<file path="config.mk">
export PLATFORM = sky130hd
export DESIGN_NAME = serial_adder_8b
export DESIGN_NICKNAME = d
export VERILOG_FILES = /design/src/rtl/cu_arith_pkg.sv /design/src/rtl/full_adder_1b.sv /design/src/rtl/serial_adder_8b.sv
export SDC_FILE = /design/constraint.sdc
export NUM_CORES = 1
export LEC_CHECK = 0
export BUFFER_PORTS_ARGS = -buffer_cell sky130_fd_sc_hd__buf_2
export CAP_MARGIN = 5
export CORE_MARGIN = 2
export CORE_UTILIZATION = 60
export CTS_BUF_LIST = sky130_fd_sc_hd__clkbuf_2 sky130_fd_sc_hd__clkbuf_4 sky130_fd_sc_hd__clkbuf_8
export CTS_CLUSTER_SIZE = 20
export DETAILED_ROUTE_END_ITERATION = 8
export PLACE_DENSITY = 0.95
export SETUP_SLACK_MARGIN = 0.2
export SLEW_MARGIN = 20
export SYNTH_ARGS = -nofsm -noshare
export SYNTH_HDL_FRONTEND = slang
export SYNTH_SLANG_ARGS = --single-unit
export TNS_END_PERCENT = 30
</file>
<file path="constraint.sdc">
create_clock -name clk -period 3.1 [get_ports clk]
set_input_delay 0.62 -clock clk [delete_from_list [all_inputs] [get_ports clk]]
set_output_delay 0.62 -clock clk [all_outputs]
set_load 0.01 [all_outputs]
</file>
<file path="src/rtl/cu_arith_pkg.sv">
// Shared arithmetic definitions for the CU datapath blocks.
//   state_t  : serial-adder control states (IDLE -> RUN -> DONE -> IDLE)
//   CU_ALU_W : default operand width
package cu_arith_pkg;

  localparam int CU_ALU_W = 8;

  typedef enum logic [1:0] {
    ST_IDLE = 2'd0,
    ST_RUN  = 2'd1,
    ST_DONE = 2'd2
  } state_t;

endpackage

</file>
<file path="src/rtl/full_adder_1b.sv">
// One-bit full-adder cell, purely combinational.
//   a, b : operand bits
//   cin  : carry in
//   s    : sum bit
//   cout : carry out
module full_adder_1b (
  input  logic a,
  input  logic b,
  input  logic cin,
  output logic s,
  output logic cout
);

  assign s    = a ^ b ^ cin;
  assign cout = (a & b) | (a & cin) | (b & cin);

endmodule

</file>
<file path="src/rtl/serial_adder_8b.sv">
// Bit-serial two-operand adder, LSB first, one bit per clock.
// Operands arrive on an in_valid/in_ready handshake, and the result leaves on
// an out_valid/out_ready handshake. out_valid rises WIDTH cycles after the
// accepting edge. Operations are not pipelined.
// Optional build macro:
//   ADDER_SAT_EN : clamp sum to all-ones when the carry out is set.
// Ports:
//   clk, rst_n           : rising-edge clock, asynchronous active-low reset
//   in_valid / in_ready  : operand handshake (A, B, cin)
//   out_valid / out_ready: result handshake (sum, carry_out)
//   busy                 : high whenever the state is not IDLE
module serial_adder_8b
  import cu_arith_pkg::*;
#(
  parameter int WIDTH = CU_ALU_W
) (
  input  logic             clk,
  input  logic             rst_n,
  input  logic             in_valid,
  output logic             in_ready,
  input  logic [WIDTH-1:0] A,
  input  logic [WIDTH-1:0] B,
  input  logic             cin,
  output logic             out_valid,
  input  logic             out_ready,
  output logic [WIDTH-1:0] sum,
  output logic             carry_out,
  output logic             busy
);

  localparam int CW = $clog2(WIDTH);

  state_t           r_state;
  state_t           w_next;
  logic [WIDTH-1:0] r_a_sr;
  logic [WIDTH-1:0] r_b_sr;
  logic [WIDTH-1:0] r_s_sr;
  logic             r_carry;
  logic [CW-1:0]    r_cnt;
  logic             w_s;
  logic             w_cout;
  logic             w_last;

  full_adder_1b u_fa (
    .a    (r_a_sr[0]),
    .b    (r_b_sr[0]),
    .cin  (r_carry),
    .s    (w_s),
    .cout (w_cout)
  );

  assign w_last = (r_cnt == CW'(WIDTH - 1));

  always_ff @(posedge clk or negedge rst_n) begin
    if (!rst_n) begin
      r_state <= ST_IDLE;
    end else begin
      r_state <= w_next;
    end
  end

  always_comb begin
    w_next = r_state;
    case (r_state)
      ST_IDLE: if (in_valid)  w_next = ST_RUN;
      ST_RUN:  if (w_last)    w_next = ST_DONE;
      ST_DONE: if (out_ready) w_next = ST_IDLE;
      default:                w_next = ST_IDLE;
    endcase
  end

  always_ff @(posedge clk or negedge rst_n) begin
    if (!rst_n) begin
      r_a_sr  <= '0;
      r_b_sr  <= '0;
      r_s_sr  <= '0;
      r_carry <= 1'b0;
      r_cnt   <= '0;
    end else if (r_state == ST_IDLE && in_valid) begin
      r_a_sr  <= A;
      r_b_sr  <= B;
      r_carry <= cin;
      r_cnt   <= '0;
    end else if (r_state == ST_RUN) begin
      // Sum bits enter at the MSB; after WIDTH shifts bit 0 holds the first one.
      r_s_sr  <= {w_s, r_s_sr[WIDTH-1:1]};
      r_a_sr  <= {1'b0, r_a_sr[WIDTH-1:1]};
      r_b_sr  <= {1'b0, r_b_sr[WIDTH-1:1]};
      r_carry <= w_cout;
      if (!w_last) begin
        r_cnt <= r_cnt + 1'b1;
      end
    end
  end

  assign in_ready  = (r_state == ST_IDLE);
  assign out_valid = (r_state == ST_DONE);
  assign busy      = (r_state != ST_IDLE);

  always_comb begin
    sum       = '0;
    carry_out = 1'b0;
    if (out_valid) begin
      sum       = r_s_sr;
      carry_out = r_carry;
`ifdef ADDER_SAT_EN
      // Clamp at the output only; r_s_sr keeps the wrapped value.
      if (r_carry) begin
        sum = '1;
      end
`endif
    end
  end

endmodule
</file>
# Word level (Yosys, flattened, before mapping)
# Cells that the tools add are included.
[word_totals]
output_inout_bits = 12
regBits = 30
input_bits = 21
[classes]
n_eq_ne = 7
addsub = 1
mux = 15
n_reduce_logical = 7
n_bitwise = 8
[ops]
columns = ["operator", "n"]
rows = [
  ["$mux 8", 5],
  ["$mux 3", 3],
  ["$mux 2", 3],
  ["$pmux 2 s3", 1],
  ["$ne 2x1->1 const B", 2],
  ["$ne 2x2->1 const B", 2],
  ["$reduce_and 2->1", 2],
  ["$reduce_bool 2->1", 2],
  ["$add 3x1->3 const B", 1],
  ["$and 1x1->1", 3],
  ["$eq 3x3->1 const B", 1],
  ["$mux 1", 3],
  ["$reduce_and 3->1", 1],
  ["$eq 2x1->1 const B", 1],
  ["$eq 2x2->1 const B", 1],
  ["$logic_not 2->1", 1],
  ["$or 1x1->1", 2],
  ["$xor 1x1->1", 2],
  ["$logic_and 1x1->1", 1],
  ["$not 1->1", 1],
]

# Longest topological paths before layout
[depth]
word_depth = 5
ltp_mapped = 4

# Cells and area by module
# A second synthesis with hierarchy kept.
[unflattened]
hier_cells = 123
area_unflattened_um2 = 1529.0
[modules_own_cells]
columns = ["mod", "n_inst", "cells_each", "area_per_inst_um2"]
rows = [
  ["serial_adder_8b", 1, 122, 1508.9],
  ["full_adder_1b", 1, 1, 20.0],
]

# Worst setup path after synthesis
# No wires, ideal clock.
[synth_timing]
path_type = "register to output"
startpoint = "register r_state[1]"
endpoint = "output port carry_out"
path_stages_with_launch = 5
required_ps = 2480
setup_slack_ps = 1448
arrival_ps = 1032
path_cell_list = "dfrtp_1 -> clkbuf_1 -> and2b_1 -> buf_2 -> and2_1"
[synth_via]
elab_chain_len = 2
[synth_rtl]
columns = ["element", "line", "text"]
rows = [
  ["from (decl)", "serial_adder_8b.sv:33", "state_t r_state;"],
  ["from (signal assigned)", "serial_adder_8b.sv:58", "r_state <= w_next;"],
  ["$eq 2x2->1", "serial_adder_8b.sv:97", "assign out_valid = (r_state == ST_DONE);"],
  ["via out_valid", "serial_adder_8b.sv:24", "output logic out_valid,"],
  ["$mux 1", "serial_adder_8b.sv:103", "if (out_valid) begin"],
  ["to (decl)", "serial_adder_8b.sv:27", "output logic carry_out,"],
]
# The timed path passes the listed nets, and every way through them passes these cells.

# Worst setup path in the final report
[layout_timing]
startpoint = "register r_state[0]"
endpoint = "output port sum[1]"
[layout_via]
elab_chain_len = 2
[layout_rtl]
columns = ["element", "line", "text"]
rows = [
  ["$eq 2x2->1", "serial_adder_8b.sv:97", ""],
  ["$mux 8", "serial_adder_8b.sv:103", ""],
  ["to (decl)", "serial_adder_8b.sv:26", "output logic [WIDTH-1:0] sum,"],
]
# No other way between the ends.

==> impl_metrics.ini <==
[timing]
finalHoldViolCount = 0
clock.fmax_ghz = 0.399
finalCritPeriodShare_pct = 80.8
hold-worst-slack_ps = 313
setup_ws_ps = 596
maxSlewHeadroom_pct = 46.1
rsz0062_at_grt = false
final-max-slew-violation-count = 0
max_slew.worst_pin.slew_ps = 809
setup_viol_count_final = 0
finalCriticalPeriod_ps = 2500
fin_setup_tns_ps = 0
fin_worst_skew_ps = 7.57

[detailed_routing]
wl_um = 2840
drt_pre_antenna_iters = 4
post_drt_wl_per_cell_um = 15.3
ant_nets = 0
drtIter0Drc = 35
vias = 1106
drc = 0
via_per_inst = 5.98

[floorplanning]
io-pin-count = 33
chipHeight_um = 54.6
row_count = 18
die_area_mm2 = 0.00298
start_util_pct = 62.6
core_mm2 = 0.00245
die_w_um = 54.6

[logic_synthesis]
syn-cell-area_mm2 = 0.00154
async_flop_share_pct = 100
yosys_warnings = 0
yosysMostFrequentCell = dfrtp_1
ys_ff_latch = 30
synth_nets = 151
yosysUniqueCellTypes = 28
synth_area_leaders = dfrtp_1 49%, o221a_2 8.8%, or4b_1 7.8%, mux2_2 5.9%, and2_1 3.7%
syn_avg_cell_area_um2 = 12.1
ys_top_cells_by_count = 30 x dfrtp_1, 12 x o221a_2, 12 x or4b_1
synth_edf_count = 0
ys.flop_type = dfrtp_1
yosysTopAreaCell = dfrtp_1
syn_inst = 127
yosysSeqAreaShare_pct = 48.8
synth_top_area_share_pct = 48.8

[power]
p_leak_nw = 0.806
netSwitchingPower_uw = 528
pwr-share-comb_pct = 37.9
switching_share_pct = 34.8
seqPwrFrac_pct = 48.2
intPower_uw = 991
p_clk_share_pct = 13.9
power_density_mw_per_mm2 = 877
ir_drop_mv = 0.825

[clock_network]
hold_buffers = 0
cts_root_buffer = clkbuf_4
htree_levels = 2
clockBufferDepth = 2
clk_pin_slew_ps = 90
worst_skew_pair.late_latency_ps = 320
cts_setup_buffers = 0
cts-resized-gates = 0
cts_made_buffers = 5
cts_tree = yes
clock_sinks = 30

[grt]
grt_overflow = 0
grt_max_degree = 34
antenna_found_initial = 0
grt_use_total_pct = 22.9
grt_pass1_vias = 1072
grt_pass1_wl_um = 4770

[critical_path]
r2r-start = r_state[0]$_DFFE_PN0P_
arrival_ps = 1880
slowest_stage = dfrtp_1
reg2reg_to = r_a_sr[6]$_DFFE_PN0P_
crit_chain = and2b_1 -> and2_1 -> buf_2
start_kind = register
crit_required_ps = 2480
end_kind = primary output
path_class = register to primary output
cpPeakStageDelay_ps = 870
cp_max_fo = 33
r2r_setup_slack_ps = 1030
ff2ff_path_depth = 2

[final_layout]
final_net_count = 179
area_growth_pct = 12.6
fillCellCount = 190
n_antenna_cell = 0
regArea_um2 = 751
drive_gt1_share_pct = 40.0
multi_input_area_um2 = 702
stdcell_area_mm2 = 0.00173

[placement]
io_buffers = 32
dp_hpwl_um = 1940
gp_congestion = 0.739
dp_slack_ps = 941
placed_area_mm2 = 0.00168

[worst_hold_path]
holdCritPathClass = input port to asynchronous set/reset pin

[run]
max_cap_violations = 0

[outcome]
status = completed
state kept, by name, summed over array words and instances (netlist names):
register	flops
r_a_sr	8
r_state	2
r_carry	1
r_s_sr	8
r_b_sr	8
r_cnt	3
power by group through the flow:
| stage | clock network (mW) | registers [mW] | logic, mW |
|---|---|---|---|
| CTS | 0.215 | 0.731 | 0.587 |
| global route | 0.232 | 0.767 | 0.657 |
| finish | 0.211 | 0.733 | 0.575 |
| detailed placement | 0 | 0.737 | 0.588 |
| floorplan | 0 | 0.669 | 0.517 |
| global placement | 0 | 0.725 | 0.549 |
layout make-up:
| cell class | instances | share of cell area [%] |
|---|---|---|
| Clock inverter | 2 | 0.578 |
| Inverter | 7 | 1.52 |
| Clock buffer | 5 | 2.17 |
| Tap cell | 30 | 2.17 |
| Timing Repair Buffer | 33 | 9.68 |
| Sequential cell | 30 | 43.4 |
| Multi-Input combinational cell | 78 | 40.5 |
metrics by stage:
| step | std cells | total power [mW] | util (%) |
|---|---|---|---|
| finish | 185 | 1.52 | 70.5 |
| global route | 185 | 1.65 | 70.5 |
| CTS | 185 | 1.53 | 70.5 |
| detailed placement | 178 | 1.32 | 68.6 |
| global placement | 178 | 1.27 | 68.6 |
| floorplan | 127 | 1.19 | - |
how the worst max path moves through the flow:
stage | start | end
floorplan | r_state[1]$_DFFE_PN0P_ | carry_out
global placement | r_state[0]$_DFFE_PN0P_ | sum[6]
detailed placement | r_state[0]$_DFFE_PN0P_ | sum[1]
CTS | r_state[0]$_DFFE_PN0P_ | sum[1]
finish | r_state[0]$_DFFE_PN0P_ | sum[1]
global route | r_state[0]$_DFFE_PN0P_ | sum[1]
logic make-up after synthesis:
family	after synthesis	synth area share, %
simple gates	43	21.6
fa+ha+maj	3	2.93
flops	30	48.8
buf+inv	19	5.53
mux	8	5.86
compound gates	24	15.2
per-layer routing:
layer	track usage (%)	vias up	part of all wire, %
li1	-	542	-
met1	29.4	535	45
met2	38.3	27	50
met3	5.74	2	4.5
met4	6.25	0	0.46
met5	0	-	0
worst max-delay path: cells and delay by family (launching register included):
family | cells | cell delay, ps
flip-flops | 1 | 870
AND/OR/NAND/NOR | 2 | 550
buffers and inverters | 1 | 130
cells in the final DEF (no fill, tap or decap), types with 5 or more instances in the layout:
cell type / n
nor3b_1: 5
mux2_2: 8
and2_1: 9
o221a_2: 12
inv_1: 7
clkbuf_4: 5
buf_2: 32
or4b_1: 12
dfrtp_1: 30
nand2b_1: 5
Note: power is estimated with default switching activity, not from simulation.
